===== src/rtl/seq_pkg.sv =====
// Shared types and helpers for the memory-game sequence register.
// Symbol 0 sits in the most significant slot of the packed sequence.
package seq_pkg;

    typedef enum logic {
        IDLE = 1'b0,
        PLAY = 1'b1
    } seq_state_t;

    localparam int unsigned SEQ_SYM_W = 4;
    localparam int unsigned SEQ_DEPTH = 16;

    // LSB bit position of slot idx inside a depth*sym_w packed vector
    function automatic int unsigned slot_lsb(input int unsigned idx,
                                             input int unsigned sym_w,
                                             input int unsigned depth);
        return (depth - 1 - idx) * sym_w;
    endfunction

endpackage


===== src/rtl/seq_round_checker.sv =====
// Compares player symbols against the stored sequence, one registered
// ok/miss pulse per accepted input; only built with SEQ_ROUND_CHECK_EN.
module seq_round_checker
    import seq_pkg::*;
#(
    parameter int SYM_W  = SEQ_SYM_W,
    parameter int DEPTH  = SEQ_DEPTH,
    parameter int DATA_W = SYM_W * DEPTH,
    parameter int CNT_W  = $clog2(DEPTH + 1)
) (
    input  logic              clk,
    input  logic              R,
    input  logic [DATA_W-1:0] q,
    input  logic [CNT_W-1:0]  round,
    input  logic              busy,
    input  logic              ptr_clr,
    input  logic              chk_valid,
    input  logic [SYM_W-1:0]  chk_sym,
    output logic              chk_ok,
    output logic              chk_miss,
    output logic              chk_done
);

    logic [CNT_W-1:0] chk_ptr;
    logic [SYM_W-1:0] exp_sym;
    logic             chk_take;

    assign exp_sym  = q[slot_lsb(32'(chk_ptr), SYM_W, DEPTH) +: SYM_W];
    assign chk_take = chk_valid && !busy && (round != '0) && !ptr_clr;

    always_ff @(posedge clk or negedge R) begin
        if (!R) begin
            chk_ptr  <= '0;
            chk_ok   <= 1'b0;
            chk_miss <= 1'b0;
            chk_done <= 1'b0;
        end else begin
            chk_ok   <= 1'b0;
            chk_miss <= 1'b0;
            chk_done <= 1'b0;
            if (ptr_clr) begin
                chk_ptr <= '0;
            end else if (chk_take) begin
                if (chk_sym == exp_sym) begin
                    chk_ok <= 1'b1;
                    if (chk_ptr == round - CNT_W'(1)) begin
                        chk_done <= 1'b1;
                        chk_ptr  <= '0;
                    end else begin
                        chk_ptr <= chk_ptr + CNT_W'(1);
                    end
                end else begin
                    chk_miss <= 1'b1;
                    chk_ptr  <= '0;
                end
            end
        end
    end

endmodule


===== src/rtl/seq_round_reg.sv =====
// Sequence register: append/parallel-load of round symbols and valid/ready replay.
// Optional answer checker enabled by defining SEQ_ROUND_CHECK_EN.
module seq_round_reg
    import seq_pkg::*;
#(
    parameter  int SYM_W  = SEQ_SYM_W,
    parameter  int DEPTH  = SEQ_DEPTH,
    localparam int DATA_W = SYM_W * DEPTH,
    localparam int CNT_W  = $clog2(DEPTH + 1)
) (
    input  logic              clk,
    input  logic              R,
    input  logic              E,
    input  logic [DATA_W-1:0] data,
    input  logic              clr,
    input  logic              app,
    input  logic [SYM_W-1:0]  sym_in,
    input  logic              play_start,
    input  logic              play_rdy,
`ifdef SEQ_ROUND_CHECK_EN
    input  logic              chk_valid,
    input  logic [SYM_W-1:0]  chk_sym,
    output logic              chk_ok,
    output logic              chk_miss,
    output logic              chk_done,
`endif
    output logic [DATA_W-1:0] q,
    output logic [SYM_W-1:0]  sym_first,
    output logic [CNT_W-1:0]  round,
    output logic              full,
    output logic              ovf,
    output logic              busy,
    output logic              play_valid,
    output logic [SYM_W-1:0]  play_sym,
    output logic              play_last
);

    seq_state_t       state;
    logic [CNT_W-1:0] ptr;

    assign sym_first  = q[DATA_W-1 -: SYM_W];
    assign full       = (round == CNT_W'(DEPTH));
    assign busy       = (state == PLAY);
    assign play_valid = (state == PLAY);
    assign play_sym   = (state == PLAY) ? q[slot_lsb(32'(ptr), SYM_W, DEPTH) +: SYM_W] : '0;
    assign play_last  = (state == PLAY) && (ptr == round - CNT_W'(1));

    always_ff @(posedge clk or negedge R) begin
        if (!R) begin
            state <= IDLE;
            q     <= '0;
            round <= '0;
            ptr   <= '0;
            ovf   <= 1'b0;
        end else begin
            ovf <= 1'b0;
            case (state)
                IDLE: begin
                    if (clr) begin
                        q     <= '0;
                        round <= '0;
                    end else if (E) begin
                        q     <= data;
                        round <= CNT_W'(DEPTH);
                    end else if (app) begin
                        if (!full) begin
                            q[slot_lsb(32'(round), SYM_W, DEPTH) +: SYM_W] <= sym_in;
                            round <= round + CNT_W'(1);
                        end else begin
                            ovf <= 1'b1;
                        end
                    end else if (play_start && (round != '0)) begin
                        ptr   <= '0;
                        state <= PLAY;
                    end
                end
                PLAY: begin
                    if (play_rdy) begin
                        if (play_last) state <= IDLE;
                        else           ptr   <= ptr + CNT_W'(1);
                    end
                end
                default: state <= IDLE;
            endcase
        end
    end

`ifdef SEQ_ROUND_CHECK_EN
    logic chk_ptr_clr;

    // Any change to the stored sequence restarts the player's answer
    assign chk_ptr_clr = (state == IDLE) && (clr || E || (app && !full));

    seq_round_checker #(
        .SYM_W (SYM_W),
        .DEPTH (DEPTH),
        .DATA_W(DATA_W),
        .CNT_W (CNT_W)
    ) u_checker (
        .clk      (clk),
        .R        (R),
        .q        (q),
        .round    (round),
        .busy     (busy),
        .ptr_clr  (chk_ptr_clr),
        .chk_valid(chk_valid),
        .chk_sym  (chk_sym),
        .chk_ok   (chk_ok),
        .chk_miss (chk_miss),
        .chk_done (chk_done)
    );
`endif

endmodule


===== config.mk =====
export PLATFORM = sky130hd
export DESIGN_NAME = seq_round_reg
export DESIGN_NICKNAME = d
export VERILOG_FILES = /design/src/rtl/seq_pkg.sv /design/src/rtl/seq_round_checker.sv /design/src/rtl/seq_round_reg.sv
export SDC_FILE = /design/constraint.sdc
export NUM_CORES = 1
export LEC_CHECK = 0
export ABC_AREA = 1
export BUFFER_PORTS_ARGS = -buffer_cell sky130_fd_sc_hd__buf_2
export CAP_MARGIN = 5
export CORE_MARGIN = 2
export CORE_UTILIZATION = 54
export DETAILED_ROUTE_END_ITERATION = 10
export PLACE_DENSITY = 0.83
export SLEW_MARGIN = 20
export SYNTH_ARGS = -nofsm -noshare
export SYNTH_HDL_FRONTEND = slang
export SYNTH_SLANG_ARGS = --single-unit

===== constraint.sdc =====
create_clock -name clk -period 6.8 [get_ports clk]
set_input_delay 0.34 -clock clk [delete_from_list [all_inputs] [get_ports clk]]
set_output_delay 0.34 -clock clk [all_outputs]
set_load 0.01 [all_outputs]

# == After elaboration in Yosys (flattened, before gate mapping) ==
# Cells that the tools add are included.
# Widths: inputs -> output; s select.
# totals
output_inout_bits,82
wordCells,59
register_bits,76
inputBits,75
# op_classes
n_bitwise,1
muxes,29
n_reduce_logical,6
addsub,6
n_eq_ne,9
shift,3
# ops
cell,count
$mux 64,4
$bwmux 64,1
$shift 4x34->64 const A,1
$shiftx 4x34->64,1
$shiftx 64x33->4,1
$mux 5,10
$neg 32->34,1
$ne 2x2->1 const B,6
$sub 4x5->6 const A,2
$mux 1,11
$add 5x1->5 const B,2
$pmux 5 s2,1
$reduce_and 6->1,1
$eq 5x5->1,1
$eq 5x5->1 const B,1
$reduce_bool 5->1,1
$sub 5x1->5 const B,1
$mux 4,1
$ne 3x3->1 const B,1
$reduce_and 3->1,1
$reduce_bool 3->1,1
$logic_and 1x1->1,2
$pmux 1 s2,1
$not 1->1,1

# == Logic depth before layout (Yosys ltp) ==
# Gate-level depths: netlist of run 1.
# logic_depth
word_depth,8
depth_mapped,18
mapped_depth_nobuf,18

# == Worst setup path after synthesis of run 1 ==
# Ideal clock, no wire load.
# synth_path
path_kind,flip-flop to flip-flop
startpoint,register round[1]
endpoint,register q[10]
period_less_slack_ps,2523
arrival_ps,2405
t_required_ps,6682
setup_ps,118
path_stages_with_launch,18
slack_ps,4277
path_cell_list,dfrtp_1 > ha_1 > nand3_1 > nor2_1 > inv_1 > ha_1 > inv_1 > nand2_1 > nor2_1 > nand3_1 > nand2_2 > nand4_1 > clkinv_1 > nand3_1 > a21oi_2 > inv_2 > nand2_1 > nand2_1
# synth_via
elab_chain_len,8
elab_cells_between_ends,12
cone_classes,add/sub (2); eq/ne (2); shift (2); mux (5); reduce/logical (1)
# synth_lines
item,line,text
"start, declared",seq_round_reg.sv:29,"output logic [CNT_W-1:0] round,"
"start signal, assigned",seq_round_reg.sv:64,round <= CNT_W'(DEPTH);
"start signal, assigned",seq_round_reg.sv:68,round <= round + CNT_W'(1);
$sub 4x5->6,seq_pkg.sv:17,return (depth - 1 - idx) * sym_w;
$neg 32->34,seq_round_reg.sv:67,"q[slot_lsb(32'(round), SYM_W, DEPTH) +: SYM_W] <= sym_in;"
$shiftx 4x34->64 / $shift 4x34->64 (equally long branches),seq_round_reg.sv:67,
$bwmux 64,seq_round_reg.sv:67,
$mux 64,seq_round_reg.sv:66,if (!full) begin
$mux 64,seq_round_reg.sv:65,end else if (app) begin
$mux 64,seq_round_reg.sv:62,end else if (E) begin
$mux 64,seq_round_reg.sv:59,if (clr) begin
"end signal, assigned",seq_round_reg.sv:63,q <= data;
"end signal, assigned by index",seq_round_reg.sv:67,
"end, declared",seq_round_reg.sv:27,"output logic [DATA_W-1:0] q,"
# Several ways; a longest one is shown, not always the timed one. The select of a mux whose other input is x is not followed.
# A chain may end at the register's enable or synchronous reset.

# == Worst setup path in the final report of run 1 ==
# layout_path
startpoint,register round[0]
endpoint,register q[60]
# Same word-level chain as after synthesis.

==> results of run 1 <==
==> critical path, stage by stage (launching register included) <==
cell,delay (ns)
dfrtp_1,0.70
ha_1,0.38
nand3_1,0.14
nor2_1,0.17
inv_1,0.06
ha_1,0.29
inv_1,0.06
nand2_1,0.04
nor2_1,0.08
nand3_1,0.09
nand2_2,0.11
nand4_2,0.11
nor2_2,0.41
nand2_1,0.22
a21oi_2,0.28
inv_2,0.09
nand2_1,0.07
nand2_1,0.06
==> per-stage QoR <==
stage / worst slack [ns] / hold WS, ns / utilization / total power, mW
after detailed placement: 3.39 / 0.488 / 0.635 / 2.33
after CTS: 3.38 / 0.150 / 0.660 / 2.75
after floorplan: 4.28 / 0.0444 / - / 1.82
after global placement: 3.54 / 0.493 / 0.635 / 2.30
final: 3.32 / 0.103 / 0.660 / 2.79
after global routing: 2.88 / 0.195 / 0.660 / 2.99
==> cell families after synthesis <==
logic type               count (synthesis)  synth area share
flip-flops                              76             0.348
XOR/XNOR                                 7            0.0146
AND/OR/NAND/NOR                        457             0.363
adder cells (fa/ha/maj)                 11            0.0251
AO/OA/AOI/OAI                          147             0.162
buffers and inverters                  112            0.0873
==> metal layers <==
| metal | track usage | wire (um) | up-vias | part of all wire |
|---|---|---|---|---|
| met5 | 0 | 0 | - | 0 |
| met4 | 0.142 | 728 | 0 | 0.041 |
| met3 | 0.0599 | 1930 | 68 | 0.11 |
| met2 | 0.526 | 8020 | 426 | 0.45 |
| met1 | 0.445 | 7270 | 2799 | 0.41 |
| li1 | - | - | 2941 | - |
==> cell usage in the layout, fill, tap and decap left out, types with 3 or more instances in the layout <==
| master | n |
|---|---|
| o22ai_1 | 19 |
| nand2_2 | 5 |
| o21a_1 | 5 |
| a22oi_1 | 8 |
| ha_1 | 11 |
| nand3_1 | 61 |
| dfrtp_1 | 76 |
| a21oi_1 | 11 |
| buf_2 | 155 |
| o21ai_0 | 72 |
| nor2_2 | 16 |
| nor2_1 | 46 |
| inv_1 | 50 |
| buf_4 | 6 |
| clkbuf_8 | 9 |
| bufinv_16 | 3 |
| nand4_1 | 24 |
| xor2_1 | 4 |
| a31oi_1 | 4 |
| a21oi_2 | 12 |
| o211ai_1 | 5 |
| o221ai_1 | 5 |
| nand2_1 | 282 |
| o21ai_1 | 4 |
| nor3_1 | 14 |
| inv_2 | 14 |
| nand3_2 | 4 |
==> final timing paths <==
path	startpoint	end	slack, ns
max	round[0]	q[60]	3.32
min	R	ptr[0]	0.10
max reg2reg	round[0]	q[60]	3.32
min reg2reg	q[37]	q[37]	0.51
max in group asynchronous	R	q[11]	6.04
min in group clk	app	ovf	0.20
==> cell type report <==
| class | count | area share |
|---|---|---|
| inverter | 67 | 0.0392 |
| clock buffer | 10 | 0.0197 |
| clock inverter | 6 | 0.0174 |
| timing repair buffer | 161 | 0.127 |
| multi-input combinational | 622 | 0.478 |
| sequential | 76 | 0.294 |
| tap | 133 | 0.0257 |
==> sequential cells by signal, summed over array words and instances (netlist names) <==
register / count
ptr: 5
ovf: 1
round: 5
q: 64
busy: 1
==> where the power goes <==
group | internal, mW | switching (mW)
registers | 0.651 | 0.216
logic | 0.512 | 0.979
clock network | 0.245 | 0.187
total | 1.41 | 1.38
==> results.py, run 1 <==
metrics = {
    "status": {
        "status": "finished, final reports clean",
    },
    "power": {
        "power_density_nw_per_um2": 431,
        "p_leak_nw": 3.37,
        "peakVddDrop_mv": 0.245,
    },
    "clock_network": {
        "tritoncts": "done",
        "clkLatencyLatePin_ns": 0.38,
        "post_cts_resized": 0,
        "cts_sinks": 76,
        "hold_buffers": 0,
        "clock_path_buffers": 2,
        "cts-root-buf": "clkbuf_8",
        "post_cts_buffers": 0,
        "cts_max_level": 3,
        "clk_pin_slew_ns": 0.09,
        "cts_buffers": 9,
    },
    "layout": {
        "final_cells": 1075,
        "multi_input_area_um2": 3100,
        "drive_gt1_frac": 0.248,
        "antenna_cells": 0,
        "design_area_um2": 6480,
        "seqCellArea_um2": 1900,
        "fin_nets": 1023,
        "nFillCells": 954,
        "syn2layout_area_growth_pct": 18.4,
    },
    "sta": {
        "skew_ns": 0.0153,
        "period_needed_ns": 3.48,
        "fmaxAchievable_ghz": 0.288,
        "setup_viol": 0,
        "fin_tns_setup_ns": 0,
        "rsz0062_at_grt": "no",
        "finalCritPeriodShare": 0.511,
        "hold_violations": 0,
        "worst_slew_pin_slew_ns": 0.978,
        "finalMaxSlewViolations": 0,
        "slew-limit-headroom": 0.348,
    },
    "global_routing": {
        "grt_max_degree": 77,
        "grt_pass1_wl_um": 28600,
        "antenna_found_initial": 0,
        "overflow": 0,
        "grt_usage": 0.331,
        "grt_pass1_vias": 5614,
    },
    "routing": {
        "drt_iter0_drc": 667,
        "post_drt_wl_per_cell_um": 16.7,
        "first_pass_iters": 5,
        "drc_errors": 0,
        "finalWirelength_um": 17900,
        "via_count": 6234,
        "postRouteAntennaNets": 0,
        "vias_per_cell": 5.80,
    },
    "floorplan": {
        "std_cell_rows": 36,
        "die_w_um": 105,
        "ios": 157,
        "core_um2": 9820,
        "dieArea_um2": 11000,
        "initial_core_util": 0.557,
        "die_y_um": 105,
    },
    "synthesis": {
        "postSynth.asyncResetShare": 1.00,
        "yosys.area.top_type_share": 0.348,
        "netlist_top_cells_area": "dfrtp_1 (35%), nand2_1 (19%), o21ai_0 (6.6%)",
        "ys_warn_count": 0,
        "synth-edff-count": 0,
        "yosysMostFrequentCell": "nand2_1",
        "syn_area_um2": 5470,
        "ys_seq_area_frac": 0.348,
        "syn_nets": 896,
        "syn_area_per_cell_um2": 6.76,
        "ys_ff_latch": 76,
        "ys_top_cells_by_count": "nand2_1 (282), dfrtp_1 (76), o21ai_0 (72)",
        "ys.flop_type": "dfrtp_1",
        "syn_inst": 810,
        "synth.largest_area_cell": "dfrtp_1",
        "synth.distinct_cells": 38,
    },
    "setup_path": {
        "worstSetupPathType": "reg -> reg",
        "reg2reg_depth": 17,
        "startpoint_type": "flip-flop",
        "critPathArrivalTime_ns": 3.74,
        "required_ns": 7.06,
        "critical_path_peak_fanout": 19,
        "end_kind": "flip-flop",
    },
    "placed_design": {
        "numPortBuffers": 156,
        "dp.cells": 1059,
        "dp_hpwl_um": 13500,
        "gp_congestion": 0.992,
        "placed_cell_area_um2": 6240,
    },
    "run": {
        "max_cap_violations": 0,
    },
    "min_path": {
        "hp-class": "in -> async",
    },
}
Power figures use the tool's default switching activity.
==> inputs of run 2 (changes only) <==
--- a/config.mk
+++ b/config.mk
@@ -5,13 +5,13 @@
 export SDC_FILE = /design/constraint.sdc
 export NUM_CORES = 1
 export LEC_CHECK = 0
-export ABC_AREA = 1
+export ABC_AREA = 0
 export BUFFER_PORTS_ARGS = -buffer_cell sky130_fd_sc_hd__buf_2
 export CAP_MARGIN = 5
 export CORE_MARGIN = 2
-export CORE_UTILIZATION = 54
+export CORE_UTILIZATION = 52
 export DETAILED_ROUTE_END_ITERATION = 10
-export PLACE_DENSITY = 0.83
+export PLACE_DENSITY = 0.82
 export SLEW_MARGIN = 20
 export SYNTH_ARGS = -nofsm -noshare
 export SYNTH_HDL_FRONTEND = slang
==> constraint.sdc (replaced) <==
create_clock -name clk -period 3.56 [get_ports clk]
set_input_delay 0.178 -clock clk [delete_from_list [all_inputs] [get_ports clk]]
set_output_delay 0.178 -clock clk [all_outputs]
set_load 0.01 [all_outputs]
==> results.py, run 2 <==
metrics = {
    "status": {
        "status": "finished, final reports clean",
    },
    "setup_path": {
        "critPathArrivalTime_ns": 3.62,
        "critical_path_peak_fanout": 13,
        "worstSetupPathType": "reg -> reg",
        "end_kind": "flip-flop",
        "required_ns": 3.80,
        "startpoint_type": "flip-flop",
    },
    "sta": {
        "rsz0062_at_grt": "no",
        "finalCritPeriodShare": 0.951,
        "worst_slew_pin_slew_ns": 0.920,
        "period_needed_ns": 3.39,
        "skew_ns": 0.0122,
        "fin_tns_setup_ns": 0,
        "setup_viol": 0,
        "slew-limit-headroom": 0.384,
        "fmaxAchievable_ghz": 0.295,
        "hold_ws_ns": 0.0377,
        "hold_violations": 0,
        "finalMaxSlewViolations": 0,
    },
    "clock_network": {
        "clock_path_buffers": 2,
        "clk_pin_slew_ns": 0.09,
        "cts_sinks": 76,
        "tritoncts": "done",
        "clkLatencyLatePin_ns": 0.37,
        "cts-root-buf": "clkbuf_8",
        "cts_buffers": 9,
        "cts_max_level": 3,
    },
    "power": {
        "power.share.switching": 0.444,
        "switchingPower_mw": 1.96,
        "peakVddDrop_mv": 0.398,
        "cell_internal_pwr_mw": 2.45,
        "p_leak_nw": 2.77,
        "combinationalPowerShare": 0.489,
        "clkPwrFrac": 0.144,
        "power_density_nw_per_um2": 737,
        "p_seq_frac": 0.367,
    },
    "placed_design": {
        "gp_congestion": 0.943,
        "dp.cells": 709,
        "placed_cell_area_um2": 5760,
        "numPortBuffers": 156,
        "dp_hpwl_um": 12000,
    },
    "routing": {
        "drc_errors": 0,
        "vias_per_cell": 6.50,
        "via_count": 4718,
        "first_pass_iters": 6,
        "postRouteAntennaNets": 0,
        "post_drt_wl_per_cell_um": 22.3,
        "drt_iter0_drc": 358,
        "finalWirelength_um": 16200,
    },
    "floorplan": {
        "std_cell_rows": 35,
        "die_y_um": 100,
        "dieArea_um2": 10100,
        "core_um2": 9110,
        "die_w_um": 100,
        "initial_core_util": 0.529,
        "ios": 157,
    },
    "min_path": {
        "hp-class": "in -> reg",
    },
    "global_routing": {
        "overflow": 0,
        "antenna_found_initial": 0,
        "grt_pass1_vias": 4601,
        "globalRouteMet1Util": 0.422,
        "grt_pass1_wl_um": 24400,
        "met3_usage": 0.0606,
        "grt_busiest_layer": "met2",
        "grtUsageMet2": 0.515,
        "grt_max_degree": 65,
        "grt_usage": 0.323,
    },
    "synthesis": {
        "synth.distinct_cells": 49,
        "postSynth.asyncResetShare": 1.00,
        "yosys.area.top_type_share": 0.394,
        "syn_area_um2": 4820,
        "netlist_top_cells_area": "dfrtp_1 (39%), mux4_2 (9.3%), a221o_1 (7.5%)",
        "syn_nets": 539,
        "ys_warn_count": 0,
        "yosysMostFrequentCell": "dfrtp_1",
        "ys_seq_area_frac": 0.394,
        "ys_top_cells_by_count": "dfrtp_1 (76), inv_1 (37), a221o_1 (36)",
        "ys.flop_type": "dfrtp_1",
        "synth-edff-count": 0,
        "syn_inst": 453,
        "syn_area_per_cell_um2": 10.6,
        "ys_ff_latch": 76,
        "synth.largest_area_cell": "dfrtp_1",
    },
    "layout": {
        "final_common_cell": "buf_2",
        "layout_common_cells": "buf_2 (156), dfrtp_1 (76), inv_1 (37), a221o_1 (36), o21ai_0 (32)",
        "largest_reg_flops": 64,
        "final_cells": 726,
        "top_register": "q",
        "syn2layout_area_growth_pct": 24.1,
        "largestRegisters": "q (64), ptr (5), round (5)",
        "fin_nets": 696,
        "design_area_um2": 5980,
        "drive_gt1_frac": 0.384,
        "antenna_cells": 0,
    },
    "run": {
        "max_cap_violations": 0,
    },
}
-- run 2: per-stage QoR --
step                worst slack (ns)  power [mW]  utilization
CTS                           0.0615        4.37        0.654
global route                  0.0267        4.66        0.657
global placement               0.229        3.65        0.633
floorplan                     0.0838        2.86            -
finish                         0.175        4.41        0.657
detailed placement            0.0978        3.73        0.633
-- run 2: final timing paths --
path | from | endpoint | slack (ns) | cells after the start
setup / recovery | round[1] | q[61] | 0.17 | 9
hold reg to reg | ptr[4] | ptr[4] | 0.54 | 1
min in group asynchronous | R | q[1] | 0.40 | 2
hold / removal | data[9] | q[9] | 0.04 | 2
max in group asynchronous | R | q[20] | 2.12 | 3
setup reg to reg | round[1] | q[61] | 0.17 | 9
-- run 2: worst max-delay path, cell delays in order, from the launching register on --
cell and delay, ns:
dfrtp_1 0.46, inv_1 0.13, nor4_4 0.31, inv_1 0.08
ha_1 0.30, or4b_1 0.52, or3_4 0.51, a2111oi_4 0.58
o21a_1 0.25, o21ai_0 0.10
-- run 2: what timing repair did --
item	4_1_cts	5_1_grt
endpoints found under the setup margin	0	19
hold buffers	1	0
buffers inserted	0	0
gates resized for setup	0	3
hold endpoints to repair	32	0
-- run 2: layer usage --
metal  up-vias  routed length [um]
met1      2318                6410
met2       303                7550
met3        76                1460
met4         0                 736
li1       2021                   -
met5         -                   0
-- run 2: cell type report --
| cell class | count | area [um2] |
|---|---|---|
| fill | 738 | 3130 |
| multi-input combinational | 309 | 2670 |
| sequential | 76 | 1900 |
| timing repair buffer | 177 | 953 |
| inverter | 37 | 139 |
| tap | 111 | 139 |
| clock buffer | 9 | 124 |
| clock inverter | 7 | 57.6 |
-- run 2: logic make-up (layout without fill, tap and decap cells) --
logic type | after synthesis | count (layout) | share of synthesized area
AOI/OAI and AO/OA | 137 | 137 | 0.252
xor gates and xnor gates | 12 | 12 | 0.0234
adders and majority gates | 11 | 11 | 0.0285
buffers and inverters | 68 | 230 | 0.0600
DFF | 76 | 76 | 0.394
muxes | 23 | 23 | 0.0997
and+or+nand+nor | 126 | 126 | 0.142
-- run 2: power by group through the flow --
stage	clock network (mW)	logic, mW	registers, mW
finish	0.633	2.16	1.62
global route	0.677	2.33	1.65
CTS	0.640	2.13	1.60
detailed placement	0	2.12	1.61
global placement	0	2.06	1.59
floorplan	0	1.26	1.59
==> inputs of run 3 (changes only) <==
--- a/config.mk
+++ b/config.mk
@@ -9,9 +9,9 @@
 export BUFFER_PORTS_ARGS = -buffer_cell sky130_fd_sc_hd__buf_2
 export CAP_MARGIN = 5
 export CORE_MARGIN = 2
-export CORE_UTILIZATION = 52
+export CORE_UTILIZATION = 47
 export DETAILED_ROUTE_END_ITERATION = 10
-export PLACE_DENSITY = 0.82
+export PLACE_DENSITY = 0.78
 export SLEW_MARGIN = 20
 export SYNTH_ARGS = -nofsm -noshare
 export SYNTH_HDL_FRONTEND = slang
==> constraint.sdc (replaced) <==
create_clock -name clk -period 3 [get_ports clk]
set_input_delay 0.15 -clock clk [delete_from_list [all_inputs] [get_ports clk]]
set_output_delay 0.15 -clock clk [all_outputs]
set_load 0.01 [all_outputs]
==> results.py, run 3 (synthesized netlist as in run 2, its figures left out) <==
metrics = {
    "floorplan": {
        "die_y_um": 105,
        "std_cell_rows": 36,
        "initial_core_util": 0.489,
        "dieArea_um2": 11100,
        "core_um2": 9860,
        "die_w_um": 105,
        "ios": 157,
    },
    "layout": {
        "layout_common_cells": "buf_2 (156), dfrtp_1 (74), buf_4 (44), inv_1 (36), a221o_1 (36)",
        "largest_reg_flops": 64,
        "drive_gt1_frac": 0.454,
        "top_register": "q",
        "final_cells": 776,
        "largestRegisters": "q (64), ptr (5), round (5)",
        "syn2layout_area_growth_pct": 33.7,
        "fin_nets": 724,
        "final_common_cell": "buf_2",
        "antenna_cells": 0,
        "final_util": 0.653,
    },
    "clock_network": {
        "cts_sinks": 76,
        "cts_max_level": 3,
        "clk_pin_slew_ns": 0.09,
        "cts-root-buf": "clkbuf_8",
        "tritoncts": "done",
        "clkLatencyLatePin_ns": 0.38,
        "cts_buffers": 9,
        "clock_path_buffers": 2,
    },
    "routing": {
        "drc_errors": 0,
        "first_pass_iters": 5,
        "drt_iter0_drc": 389,
        "post_drt_wl_per_cell_um": 21.7,
        "postRouteAntennaNets": 0,
        "vias_per_cell": 6.19,
        "finalWirelength_um": 16900,
        "via_count": 4806,
    },
    "min_path": {
        "min_from": "data[24]",
        "whs_path_depth": 2,
        "hp-class": "in -> reg",
    },
    "global_routing": {
        "grt_usage": 0.306,
        "grt_pass1_wl_um": 26000,
        "grt_pass1_vias": 4780,
        "antenna_found_initial": 0,
        "overflow": 0,
        "grt_max_degree": 65,
    },
    "power": {
        "peakVddDrop_mv": 0.417,
        "p_leak_nw": 2.94,
        "power_density_nw_per_um2": 864,
    },
    "setup_path": {
        "critPathCapture": "q[27]",
        "reg2reg_depth": 10,
        "rr_endpoint": "q[27]",
        "crit_cells": 10,
        "r2r_setup_slack_ns": -0.10,
        "critPathLaunch": "round[4]",
        "required_ns": 3.27,
        "startpoint_type": "flip-flop",
        "crit_buf_inv": 2,
        "max_stage_delay_ns": 0.57,
        "reg2reg_from": "round[4]",
        "critical_path_peak_fanout": 7,
        "path_cells": "buf_4 -> nor2_1 -> nand2_1 -> ha_1 -> or4b_4 -> nor4_1 -> buf_4 -> o211ai_1 -> a21o_1 -> a221o_1",
        "critPathArrivalTime_ns": 3.37,
        "worstSetupPathType": "reg -> reg",
        "crit_top_cell": "buf_4",
        "cp_top_family": "simple AND/OR/NAND/NOR gates",
        "crit_slowest_cell": "or4b_4",
        "end_kind": "flip-flop",
    },
    "placed_design": {
        "dp.cells": 755,
        "dp_hpwl_um": 12400,
        "gp_congestion": 0.965,
        "numPortBuffers": 156,
    },
    "sta": {
        "hold_ws_ns": -0.00359,
        "finalCritPeriodShare": 1.03,
        "skew_ns": 0.0134,
        "period_needed_ns": 3.10,
        "rsz0062_at_grt": "yes",
        "slew-limit-headroom": 0.420,
        "worst_slew_pin_slew_ns": 0.871,
        "finalMaxSlewViolations": 0,
        "setup_ws_ns": -0.103,
        "fmaxAchievable_ghz": 0.322,
        "setup_viol": 36,
        "hold_violations": 1,
    },
    "status": {
        "violations": "negative hold slack, negative setup slack",
        "status": "finished with violations",
    },
    "run": {
        "max_cap_violations": 0,
    },
}
[run 3: per-layer routing]
metal	vias to the layer above	routed length [um]	track usage
li1	2086	-	-
met4	0	672	0.150
met3	55	1700	0.0754
met2	300	8010	0.486
met1	2365	6490	0.392
met5	-	0	0
[run 3: how the worst min path moves through the flow]
stage	to	slack, ns
final	q[24]	-0.004
after floorplan	busy	-0.15
after detailed placement	round[4]	0.30
after global placement	round[4]	0.28
after global routing	q[24]	0.004
after CTS	q[24]	0.002
[run 3: final cells by class]
cell class / instances / area (um2)
Fill cell: 766 / 3420
Tap cell: 133 / 166
Multi-Input combinational cell: 310 / 2860
Inverter: 37 / 141
Sequential cell: 76 / 1900
Timing Repair Buffer: 204 / 1170
Clock inverter: 5 / 60.1
Clock buffer: 11 / 141
[run 3: report_power, final]
part           internal [mW]  switching [mW]  total [mW]
logic                   1.30            1.60        2.90
registers               1.42           0.405        1.82
clock network          0.411           0.429       0.840
total                   3.14            2.43        5.57
[run 3: worst register-to-register path, stage by stage, from the launching register on]
cell,delay (ns)
dfrtp_2,0.43
buf_4,0.17
nor2_1,0.10
nand2_1,0.09
ha_1,0.30
or4b_4,0.57
nor4_1,0.34
buf_4,0.21
o211ai_1,0.14
a21o_1,0.30
a221o_1,0.37
[run 3: stage by stage]
stage	TNS (ns)	power [mW]	worst slack [ns]	cell area, um2
6_report	-1.84	5.57	-0.103	6440
3_5_place_dp	-4.27	4.52	-0.171	6000
5_1_grt	-8.49	5.86	-0.214	6440
3_3_place_gp	-0.887	4.43	-0.0488	6000
4_1_cts	-3.16	5.42	-0.148	6290
2_1_floorplan	-3.81	3.41	-0.189	4870
[run 3: timing repair]
item / CTS / global route
setup endpoints to repair: 44 / 64
cloned: 1 / 0
pin swaps: 17 / 21
buffers inserted: 1 / 2
gates resized for setup: 12 / 47
hold buffers: 1 / 0
hold endpoints to repair: 34 / 0
